$ cat config.mk
export PLATFORM = sky130hd
export DESIGN_NAME = dmem_access_seq_flat
export DESIGN_NICKNAME = d
export VERILOG_FILES = /design/src/rtl/dmem_access_seq_pkg.sv /design/src/rtl/dmem_access_seq_if.sv /design/src/rtl/dmem_rr_arb.sv /design/src/rtl/dmem_access_seq.sv /design/src/flat_wrapper.sv
export SDC_FILE = /design/constraint.sdc
export NUM_CORES = 1
export LEC_CHECK = 0
export CORE_ASPECT_RATIO = 0.9
export CORE_MARGIN = 3
export CORE_UTILIZATION = 36
export CTS_CLUSTER_DIAMETER = 60
export DETAILED_ROUTE_END_ITERATION = 6
export PLACE_DENSITY = 0.89
export SYNTH_ARGS = -nofsm -noshare
export SYNTH_HDL_FRONTEND = slang
export SYNTH_SLANG_ARGS = --single-unit
$ cat constraint.sdc
create_clock -name clk -period 1.85 [get_ports clk]
set_clock_uncertainty 0.2 [all_clocks]
set_input_delay 0.37 -clock clk [delete_from_list [all_inputs] [get_ports clk]]
set_output_delay 0.37 -clock clk [all_outputs]
set_load 0.01 [all_outputs]
$ cat src/rtl/dmem_access_seq_pkg.sv
// Shared definitions for the data-memory access sequencer: default widths,
// sequencer states and the owner tags that steer read data back to a port.
package dmem_access_seq_pkg;

    localparam int ADDR_W_DEF = 7;
    localparam int DATA_W_DEF = 32;

    typedef enum logic {
        ST_IDLE  = 1'b0,
        ST_BEAT2 = 1'b1
    } state_e;

    // A single-word FP access travels on the low half of f_wdata and is tagged
    // FP_LO, so FP_LO always marks the last (or only) FP read beat.
    typedef enum logic [1:0] {
        OWN_NONE  = 2'd0,
        OWN_INT   = 2'd1,
        OWN_FP_HI = 2'd2,
        OWN_FP_LO = 2'd3
    } owner_e;

    function automatic logic is_fp(input owner_e tag);
        return (tag == OWN_FP_HI) || (tag == OWN_FP_LO);
    endfunction

endpackage

$ cat src/rtl/dmem_access_seq_if.sv
// Port bundle of the sequencer: integer port, FP port and synchronous SRAM pins.
interface dmem_access_seq_if
    import dmem_access_seq_pkg::*;
#(
    parameter int ADDR_W = ADDR_W_DEF,
    parameter int DATA_W = DATA_W_DEF
);
    logic                  i_req;
    logic                  i_we;
    logic [ADDR_W-1:0]     i_addr;
    logic [DATA_W-1:0]     i_wdata;
    logic                  i_gnt;
    logic                  i_rvalid;
    logic [DATA_W-1:0]     i_rdata;

    logic                  f_req;
    logic                  f_we;
    logic                  f_dbl;
    logic [ADDR_W-1:0]     f_addr;
    logic [2*DATA_W-1:0]   f_wdata;
    logic                  f_gnt;
    logic                  f_rvalid;
    logic                  f_rhi;
    logic [DATA_W-1:0]     f_rdata;
    logic                  f_done;

    logic                  CEN;
    logic                  WEN;
    logic                  OEN;
    logic [ADDR_W-1:0]     A;
    logic [DATA_W-1:0]     Data2Mem;
    logic [DATA_W-1:0]     ReadDataMem;

    modport slave (
        input  i_req, i_we, i_addr, i_wdata,
        output i_gnt, i_rvalid, i_rdata,
        input  f_req, f_we, f_dbl, f_addr, f_wdata,
        output f_gnt, f_rvalid, f_rhi, f_rdata, f_done,
        output CEN, WEN, OEN, A, Data2Mem,
        input  ReadDataMem
    );

    modport master (
        output i_req, i_we, i_addr, i_wdata,
        input  i_gnt, i_rvalid, i_rdata,
        output f_req, f_we, f_dbl, f_addr, f_wdata,
        input  f_gnt, f_rvalid, f_rhi, f_rdata, f_done,
        input  CEN, WEN, OEN, A, Data2Mem,
        output ReadDataMem
    );

endinterface

$ cat src/rtl/dmem_rr_arb.sv
// Two-input round-robin arbiter: index 0 is the integer port, index 1 the FP port.
// Grants are combinational; the priority pointer moves on every grant.
module dmem_rr_arb (
    input  logic       clk,
    input  logic       rst,
    input  logic [1:0] req_i,
    input  logic       block_i,
    output logic [1:0] gnt_o
);

    logic prio_fp_q;
    logic prio_fp_d;

    always_comb begin
        // NOTE: every output of a combinational block gets a default first so no latch is inferred.
        gnt_o     = 2'b00;
        prio_fp_d = prio_fp_q;
        if (!rst && !block_i) begin
            if (req_i == 2'b11) begin
                gnt_o = prio_fp_q ? 2'b10 : 2'b01;
            end else begin
                gnt_o = req_i;
            end
        end
        // Whoever was served now yields priority to the other port.
        if (gnt_o != 2'b00) begin
            prio_fp_d = gnt_o[0];
        end
    end

    always_ff @(posedge clk) begin
        // NOTE: sequential state uses non-blocking assignments so all flops update together.
        if (rst) begin
            prio_fp_q <= 1'b0;
        end else begin
            prio_fp_q <= prio_fp_d;
        end
    end

endmodule

$ cat src/rtl/dmem_access_seq.sv
// Shares one synchronous SRAM between an integer and an FP load/store port.
// Pins are registered one cycle after grant; read data returns one cycle later.
module dmem_access_seq
    import dmem_access_seq_pkg::*;
#(
    parameter int ADDR_W = ADDR_W_DEF,
    parameter int DATA_W = DATA_W_DEF
) (
    input logic              clk,
    input logic              rst,
    dmem_access_seq_if.slave bus
);

    state_e              state_q, state_d;
    logic                cen_q, cen_d;
    logic                wen_q, wen_d;
    logic                oen_q, oen_d;
    logic [ADDR_W-1:0]   a_q, a_d;
    logic [DATA_W-1:0]   dout_q, dout_d;
    owner_e              tag1_q, tag1_d;
    owner_e              tag2_q;
    logic                wdone_q, wdone_d;
    logic [ADDR_W-1:0]   b2_addr_q, b2_addr_d;
    logic [DATA_W-1:0]   b2_wdata_q, b2_wdata_d;
    logic                b2_we_q, b2_we_d;
    logic [1:0]          gnt;

    dmem_rr_arb u_arb (
        .clk     (clk),
        .rst     (rst),
        .req_i   ({bus.f_req, bus.i_req}),
        .block_i (state_q == ST_BEAT2),
        .gnt_o   (gnt)
    );

    assign bus.i_gnt = gnt[0];
    assign bus.f_gnt = gnt[1];

    always_comb begin
        state_d    = state_q;
        cen_d      = 1'b1;
        wen_d      = 1'b1;
        oen_d      = 1'b1;
        a_d        = a_q;
        dout_d     = dout_q;
        tag1_d     = OWN_NONE;
        wdone_d    = 1'b0;
        b2_addr_d  = b2_addr_q;
        b2_wdata_d = b2_wdata_q;
        b2_we_d    = b2_we_q;

        if (state_q == ST_BEAT2) begin
            // Second beat of a double FP access; the arbiter is blocked meanwhile.
            state_d = ST_IDLE;
            cen_d   = 1'b0;
            wen_d   = ~b2_we_q;
            oen_d   = b2_we_q;
            a_d     = b2_addr_q;
            if (b2_we_q) begin
                dout_d  = b2_wdata_q;
                wdone_d = 1'b1;
            end else begin
                tag1_d  = OWN_FP_LO;
            end
        end else if (gnt[0]) begin
            cen_d = 1'b0;
            wen_d = ~bus.i_we;
            oen_d = bus.i_we;
            a_d   = bus.i_addr;
            if (bus.i_we) begin
                dout_d = bus.i_wdata;
            end else begin
                tag1_d = OWN_INT;
            end
        end else if (gnt[1]) begin
            cen_d = 1'b0;
            wen_d = ~bus.f_we;
            oen_d = bus.f_we;
            a_d   = bus.f_addr;
            if (bus.f_dbl) begin
                state_d    = ST_BEAT2;
                b2_addr_d  = bus.f_addr + ADDR_W'(1);
                b2_wdata_d = bus.f_wdata[DATA_W-1:0];
                b2_we_d    = bus.f_we;
                if (bus.f_we) begin
                    dout_d = bus.f_wdata[2*DATA_W-1:DATA_W];
                end else begin
                    tag1_d = OWN_FP_HI;
                end
            end else begin
                if (bus.f_we) begin
                    dout_d  = bus.f_wdata[DATA_W-1:0];
                    wdone_d = 1'b1;
                end else begin
                    tag1_d  = OWN_FP_LO;
                end
            end
        end
    end

    always_ff @(posedge clk) begin
        if (rst) begin
            state_q    <= ST_IDLE;
            cen_q      <= 1'b1;
            wen_q      <= 1'b1;
            oen_q      <= 1'b1;
            a_q        <= '0;
            dout_q     <= '0;
            tag1_q     <= OWN_NONE;
            tag2_q     <= OWN_NONE;
            wdone_q    <= 1'b0;
            b2_addr_q  <= '0;
            b2_wdata_q <= '0;
            b2_we_q    <= 1'b0;
        end else begin
            state_q    <= state_d;
            cen_q      <= cen_d;
            wen_q      <= wen_d;
            oen_q      <= oen_d;
            a_q        <= a_d;
            dout_q     <= dout_d;
            tag1_q     <= tag1_d;
            tag2_q     <= tag1_q;
            wdone_q    <= wdone_d;
            b2_addr_q  <= b2_addr_d;
            b2_wdata_q <= b2_wdata_d;
            b2_we_q    <= b2_we_d;
        end
    end

    assign bus.CEN      = cen_q;
    assign bus.WEN      = wen_q;
    assign bus.OEN      = oen_q;
    assign bus.A        = a_q;
    assign bus.Data2Mem = dout_q;

    // SRAM output is valid in the cycle after the read pins; tag2 says whose it is.
    assign bus.i_rvalid = ~rst & (tag2_q == OWN_INT);
    assign bus.i_rdata  = bus.ReadDataMem;
    assign bus.f_rvalid = ~rst & is_fp(tag2_q);
    assign bus.f_rhi    = ~rst & (tag2_q == OWN_FP_HI);
    assign bus.f_rdata  = bus.ReadDataMem;
    assign bus.f_done   = ~rst & (wdone_q | (tag2_q == OWN_FP_LO));

endmodule

$ cat src/flat_wrapper.sv
// flat-port wrapper written by rule: the top's interface ports become plain ports
module dmem_access_seq_flat import dmem_access_seq_pkg::*;
#(
    parameter int ADDR_W = ADDR_W_DEF,
    parameter int DATA_W = DATA_W_DEF
)
  (clk, rst, bus_i_req, bus_i_we, bus_i_addr, bus_i_wdata, bus_i_gnt, bus_i_rvalid, bus_i_rdata, bus_f_req, bus_f_we, bus_f_dbl, bus_f_addr, bus_f_wdata, bus_f_gnt, bus_f_rvalid, bus_f_rhi, bus_f_rdata, bus_f_done, bus_CEN, bus_WEN, bus_OEN, bus_A, bus_Data2Mem, bus_ReadDataMem);
  dmem_access_seq_if #(.ADDR_W(ADDR_W), .DATA_W(DATA_W)) bus_i ();
  input logic clk;
  input logic rst;
  input wire logic [$bits(bus_i.i_req)-1:0] bus_i_req;
  input wire logic [$bits(bus_i.i_we)-1:0] bus_i_we;
  input wire logic [$bits(bus_i.i_addr)-1:0] bus_i_addr;
  input wire logic [$bits(bus_i.i_wdata)-1:0] bus_i_wdata;
  output wire logic [$bits(bus_i.i_gnt)-1:0] bus_i_gnt;
  output wire logic [$bits(bus_i.i_rvalid)-1:0] bus_i_rvalid;
  output wire logic [$bits(bus_i.i_rdata)-1:0] bus_i_rdata;
  input wire logic [$bits(bus_i.f_req)-1:0] bus_f_req;
  input wire logic [$bits(bus_i.f_we)-1:0] bus_f_we;
  input wire logic [$bits(bus_i.f_dbl)-1:0] bus_f_dbl;
  input wire logic [$bits(bus_i.f_addr)-1:0] bus_f_addr;
  input wire logic [$bits(bus_i.f_wdata)-1:0] bus_f_wdata;
  output wire logic [$bits(bus_i.f_gnt)-1:0] bus_f_gnt;
  output wire logic [$bits(bus_i.f_rvalid)-1:0] bus_f_rvalid;
  output wire logic [$bits(bus_i.f_rhi)-1:0] bus_f_rhi;
  output wire logic [$bits(bus_i.f_rdata)-1:0] bus_f_rdata;
  output wire logic [$bits(bus_i.f_done)-1:0] bus_f_done;
  output wire logic [$bits(bus_i.CEN)-1:0] bus_CEN;
  output wire logic [$bits(bus_i.WEN)-1:0] bus_WEN;
  output wire logic [$bits(bus_i.OEN)-1:0] bus_OEN;
  output wire logic [$bits(bus_i.A)-1:0] bus_A;
  output wire logic [$bits(bus_i.Data2Mem)-1:0] bus_Data2Mem;
  input wire logic [$bits(bus_i.ReadDataMem)-1:0] bus_ReadDataMem;
  assign bus_i.i_req = bus_i_req;
  assign bus_i.i_we = bus_i_we;
  assign bus_i.i_addr = bus_i_addr;
  assign bus_i.i_wdata = bus_i_wdata;
  assign bus_i_gnt = bus_i.i_gnt;
  assign bus_i_rvalid = bus_i.i_rvalid;
  assign bus_i_rdata = bus_i.i_rdata;
  assign bus_i.f_req = bus_f_req;
  assign bus_i.f_we = bus_f_we;
  assign bus_i.f_dbl = bus_f_dbl;
  assign bus_i.f_addr = bus_f_addr;
  assign bus_i.f_wdata = bus_f_wdata;
  assign bus_f_gnt = bus_i.f_gnt;
  assign bus_f_rvalid = bus_i.f_rvalid;
  assign bus_f_rhi = bus_i.f_rhi;
  assign bus_f_rdata = bus_i.f_rdata;
  assign bus_f_done = bus_i.f_done;
  assign bus_CEN = bus_i.CEN;
  assign bus_WEN = bus_i.WEN;
  assign bus_OEN = bus_i.OEN;
  assign bus_A = bus_i.A;
  assign bus_Data2Mem = bus_i.Data2Mem;
  assign bus_i.ReadDataMem = bus_ReadDataMem;
  dmem_access_seq #(.ADDR_W(ADDR_W), .DATA_W(DATA_W)) u_core (.clk(clk), .rst(rst), .bus(bus_i));
endmodule
==> results.yml <==
run_status:
  outcome: "completed"
cts:
  clock_tree.htree_level_count: 3
  cts_tree: "built"
  cts_hold_repair.buffers: 0
  cts_sink_cnt: 89
  ctsLongestPathBuffers: 2
  cts-buffers-inserted: 9
  clock_insertion_delay_at_the_later_pin_of_the_skew_report_ps: 330
  clk_transition_reported_paths_ps: 60
  root_buffer: "clkbuf_16"
place:
  place.detailed.hpwl_um: 10710
  io_buffer_count: 164
  dp_worst_setup_slack_ps: -592.5
  place_congestion: 0.8161
route:
  vias: 4709
  postRouteAntennaNets: 0
  detailedRoute.firstIterationViolations: 303
  postRouteWirelength_um: 15150
  drt_pre_antenna_iters: 5
  via_density_per_instance: 5.633
  route.detailed.wl_per_inst_um: 18.12
  drcViolationCount: 0
setup_path:
  criticalPathCategory: "register to output port"
  regToRegSetupSlack_ps: 50
  crit_path_end_kind: "output port"
  worstPathArrival_ps: 1250
  worstSetupStartpointType: "register"
  cells_along_the_critical_path: "a21boi_4 > and2_4 > clkdlybuf4s15_2"
  worst_path_max_delay_cell: "dfxtp_2"
  cp.required_ps: 1280
  rr_startpoint: "u_core.u_arb.prio_fp_q"
  crit_path_max_fanout: 3
  critical-path-max-stage-delay_ps: 340
  cp-startpoint: "u_core.u_arb.prio_fp_q"
global_route:
  grt_overflow_total: 0
  global_route_wire_length_before_repair_um: 23260
  first_global_vias: 4564
  antenna_found_initial: 1
  global_route.usage.total_pct: 19.29
  largest_net_degree_at_the_start_of_global_routing: 41
timing:
  timing_worst_slew_pin_value_ps: 475.5
  max_slew_margin_pct: 68.30
  achievable-frequency_mhz: 550.1
  setup_viol_count_final: 0
  final.setup.worst_slack_ps: 31.99
  layout_worst_path_cycle_share_pct: 98.27
  timing.final.crit_period_ps: 1818
  finalHoldViolCount: 0
  final_slew_violations: 0
  grt_setup_unrepaired: "yes"
worst_hold_path:
  hold_path_startpoint: "rst"
  worst_min_delay_path_class: "input port to register"
yosys:
  synth_cell_types: 36
  synthesis.area_um2: 4923
  ff_latch_count_synth: 89
  synthesis.nets: 710
  post_synth_inst_count: 560
  synth.avg_cell_area_um2: 8.792
  yosys_warnings: 0
  share_of_synthesized_area_occupied_by_flip_flops_and_latches_pct: 36.19
power_and_ir_drop:
  pwr-share-clk_pct: 39.1
  seqPwrFrac_pct: 39.0
  power.share.switching_pct: 24.91
  internal_power_mw: 3.985
  worst_ir_drop_vdd_v: 0.0005218
  power.leakage_nw: 2.493
  power.net_switching_mw: 1.322
  power.combinational.fraction_pct: 22.0
  pwr_density_cell_nw_per_um2: 769.0
layout:
  layout-drive-gt1-share_pct: 18.48
  final_cell_mix: "clkdlybuf4s50_1 (147), dfxtp_1 (87), nand2_1 (79)"
  fillerInstances: 1170
  area_growth_syn_to_fin_pct: 40.18
  nNetsFinal: 818
  utilization_pct: 52.97
  final_common_cell: "clkdlybuf4s50_1"
die:
  core_area_um2: 13030
  chipHeight_um: 116.9
  design.die.area_um2: 15120
  starting_density_pct: 37.79
  die_outline_width_um: 129.3
  number_of_ports_placed_on_the_die_boundary: 261
  floorplan.rows: 39
flow_run:
  timing.max_cap.violations: 0
[metal layers]
layer | track usage (%) | share of wire (%) | up-vias
li1 | - | - | 2226
met1 | 25.46 | 45 | 2237
met2 | 31.01 | 46 | 227
met3 | 4.809 | 7.4 | 19
met4 | 6.508 | 1.1 | 0
met5 | 0 | 0 | -
[metrics by stage]
step	TNS, ps	hold slack [ps]	instances	total power, mW	cell area [µm²]
2_1_floorplan	0	213.8	560	2.782	4923
3_5_place_dp	-39300	223.1	819	3.242	6465
5_1_grt	-18.19	171.8	836	5.521	6902
4_1_cts	-22.01	139.3	834	5.323	6810
3_3_place_gp	-34440	218.2	819	3.226	6465
6_report	0	159.1	836	5.307	6902
[cells in the mapped netlist]
library cell / n / area share (%)
a211o_1: 1 / 0.18
a211oi_1: 41 / 6.3
a211oi_2: 29 / 7.4
a21boi_2: 1 / 0.23
a21o_1: 1 / 0.15
a21oi_1: 38 / 3.9
a221oi_1: 32 / 5.7
a22oi_1: 7 / 1.1
a31oi_1: 40 / 5.1
a32oi_1: 1 / 0.18
and2_1: 2 / 0.25
and3_1: 2 / 0.25
and3b_1: 1 / 0.18
buf_1: 2 / 0.15
buf_2: 12 / 1.2
buf_4: 69 / 11
buf_6: 3 / 0.69
clkbuf_1: 34 / 2.6
dfxtp_1: 89 / 36
ha_1: 1 / 0.25
inv_1: 2 / 0.15
inv_2: 2 / 0.15
mux2i_1: 32 / 6.5
nand2_1: 79 / 6.0
nand2b_1: 2 / 0.25
nand3_1: 5 / 0.51
nand3b_1: 7 / 1.1
nor2_1: 11 / 0.84
nor2b_1: 4 / 0.51
nor3_1: 1 / 0.10
nor3b_1: 1 / 0.15
nor3b_2: 1 / 0.25
o21ai_0: 1 / 0.10
or2_2: 1 / 0.13
xnor2_1: 3 / 0.53
xor2_1: 2 / 0.36
[cell families after synthesis]
| family | count (synthesis) | synth area share (%) |
|---|---|---|
| AND/OR/NAND/NOR | 117 | 10.52 |
| AO/OA/AOI/OAI | 192 | 30.17 |
| adder cells (fa/ha/maj) | 1 | 0.2541 |
| multiplexers | 32 | 6.506 |
| flip-flops | 89 | 36.19 |
| buffers and inverters | 124 | 15.48 |
| XOR/XNOR | 5 | 0.8896 |
[layout make-up]
class / count / area, µm² / share of cell area, %
Inverter: 4 / 15.01 / 0.2175
Clock buffer: 11 / 242.7 / 3.517
Sequential cell: 89 / 1787 / 25.89
Tap cell: 164 / 205.2 / 2.973
Timing Repair Buffer: 217 / 2096 / 30.37
Antenna cell: 1 / 2.502 / 0.03626
Clock inverter: 3 / 90.09 / 1.305
Multi-Input combinational cell: 347 / 2464 / 35.70
[final timing paths]
check                                              end  depth (start not counted)
worst max-delay path                         bus_i_gnt                          3
worst min-delay path                  u_core.tag1_q[0]                          2
worst max register to register  u_core.bus.Data2Mem[5]                          6
worst min register to register        u_core.tag2_q[1]                          1
[power by group through the flow]
stage,clock network [mW],logic [mW],registers [mW]
5_1_grt,2.19,1.25,2.08
6_report,2.07,1.17,2.07
2_1_floorplan,0,0.656,2.13
3_5_place_dp,0,1.13,2.11
3_3_place_gp,0,1.12,2.11
4_1_cts,2.12,1.14,2.07
[repair_timing]
action / CTS / global route
setup endpoints to repair: 84 / 39
pin swaps: 2 / 3
setup buffers: 1 / 0
gates resized for setup: 20 / 27
cloned: 0 / 1
[registers in the layout, summed over array words and instances (netlist names)]
register and count:
u_core.bus.CEN 1, u_core.bus.Data2Mem 32, u_core.b2_addr_q 7, u_core.state_q 1, u_core.b2_wdata_q 32, u_core.bus.A 7, u_core.b2_we_q 1, u_core.u_arb.prio_fp_q 1
u_core.tag2_q 2, u_core.bus.OEN 1, u_core.tag1_q 2, u_core.wdone_q 1, u_core.bus.WEN 1
[worst max-delay path, delay by kind of cell (launching register included)]
| family | cells | cell delay [ps] |
|---|---|---|
| AOI/OAI and AO/OA | 1 | 170 |
| buffers and inverters | 1 | 220 |
| DFF | 1 | 340 |
| and+or+nand+nor | 1 | 180 |
Power figures use the tool's default switching activity.
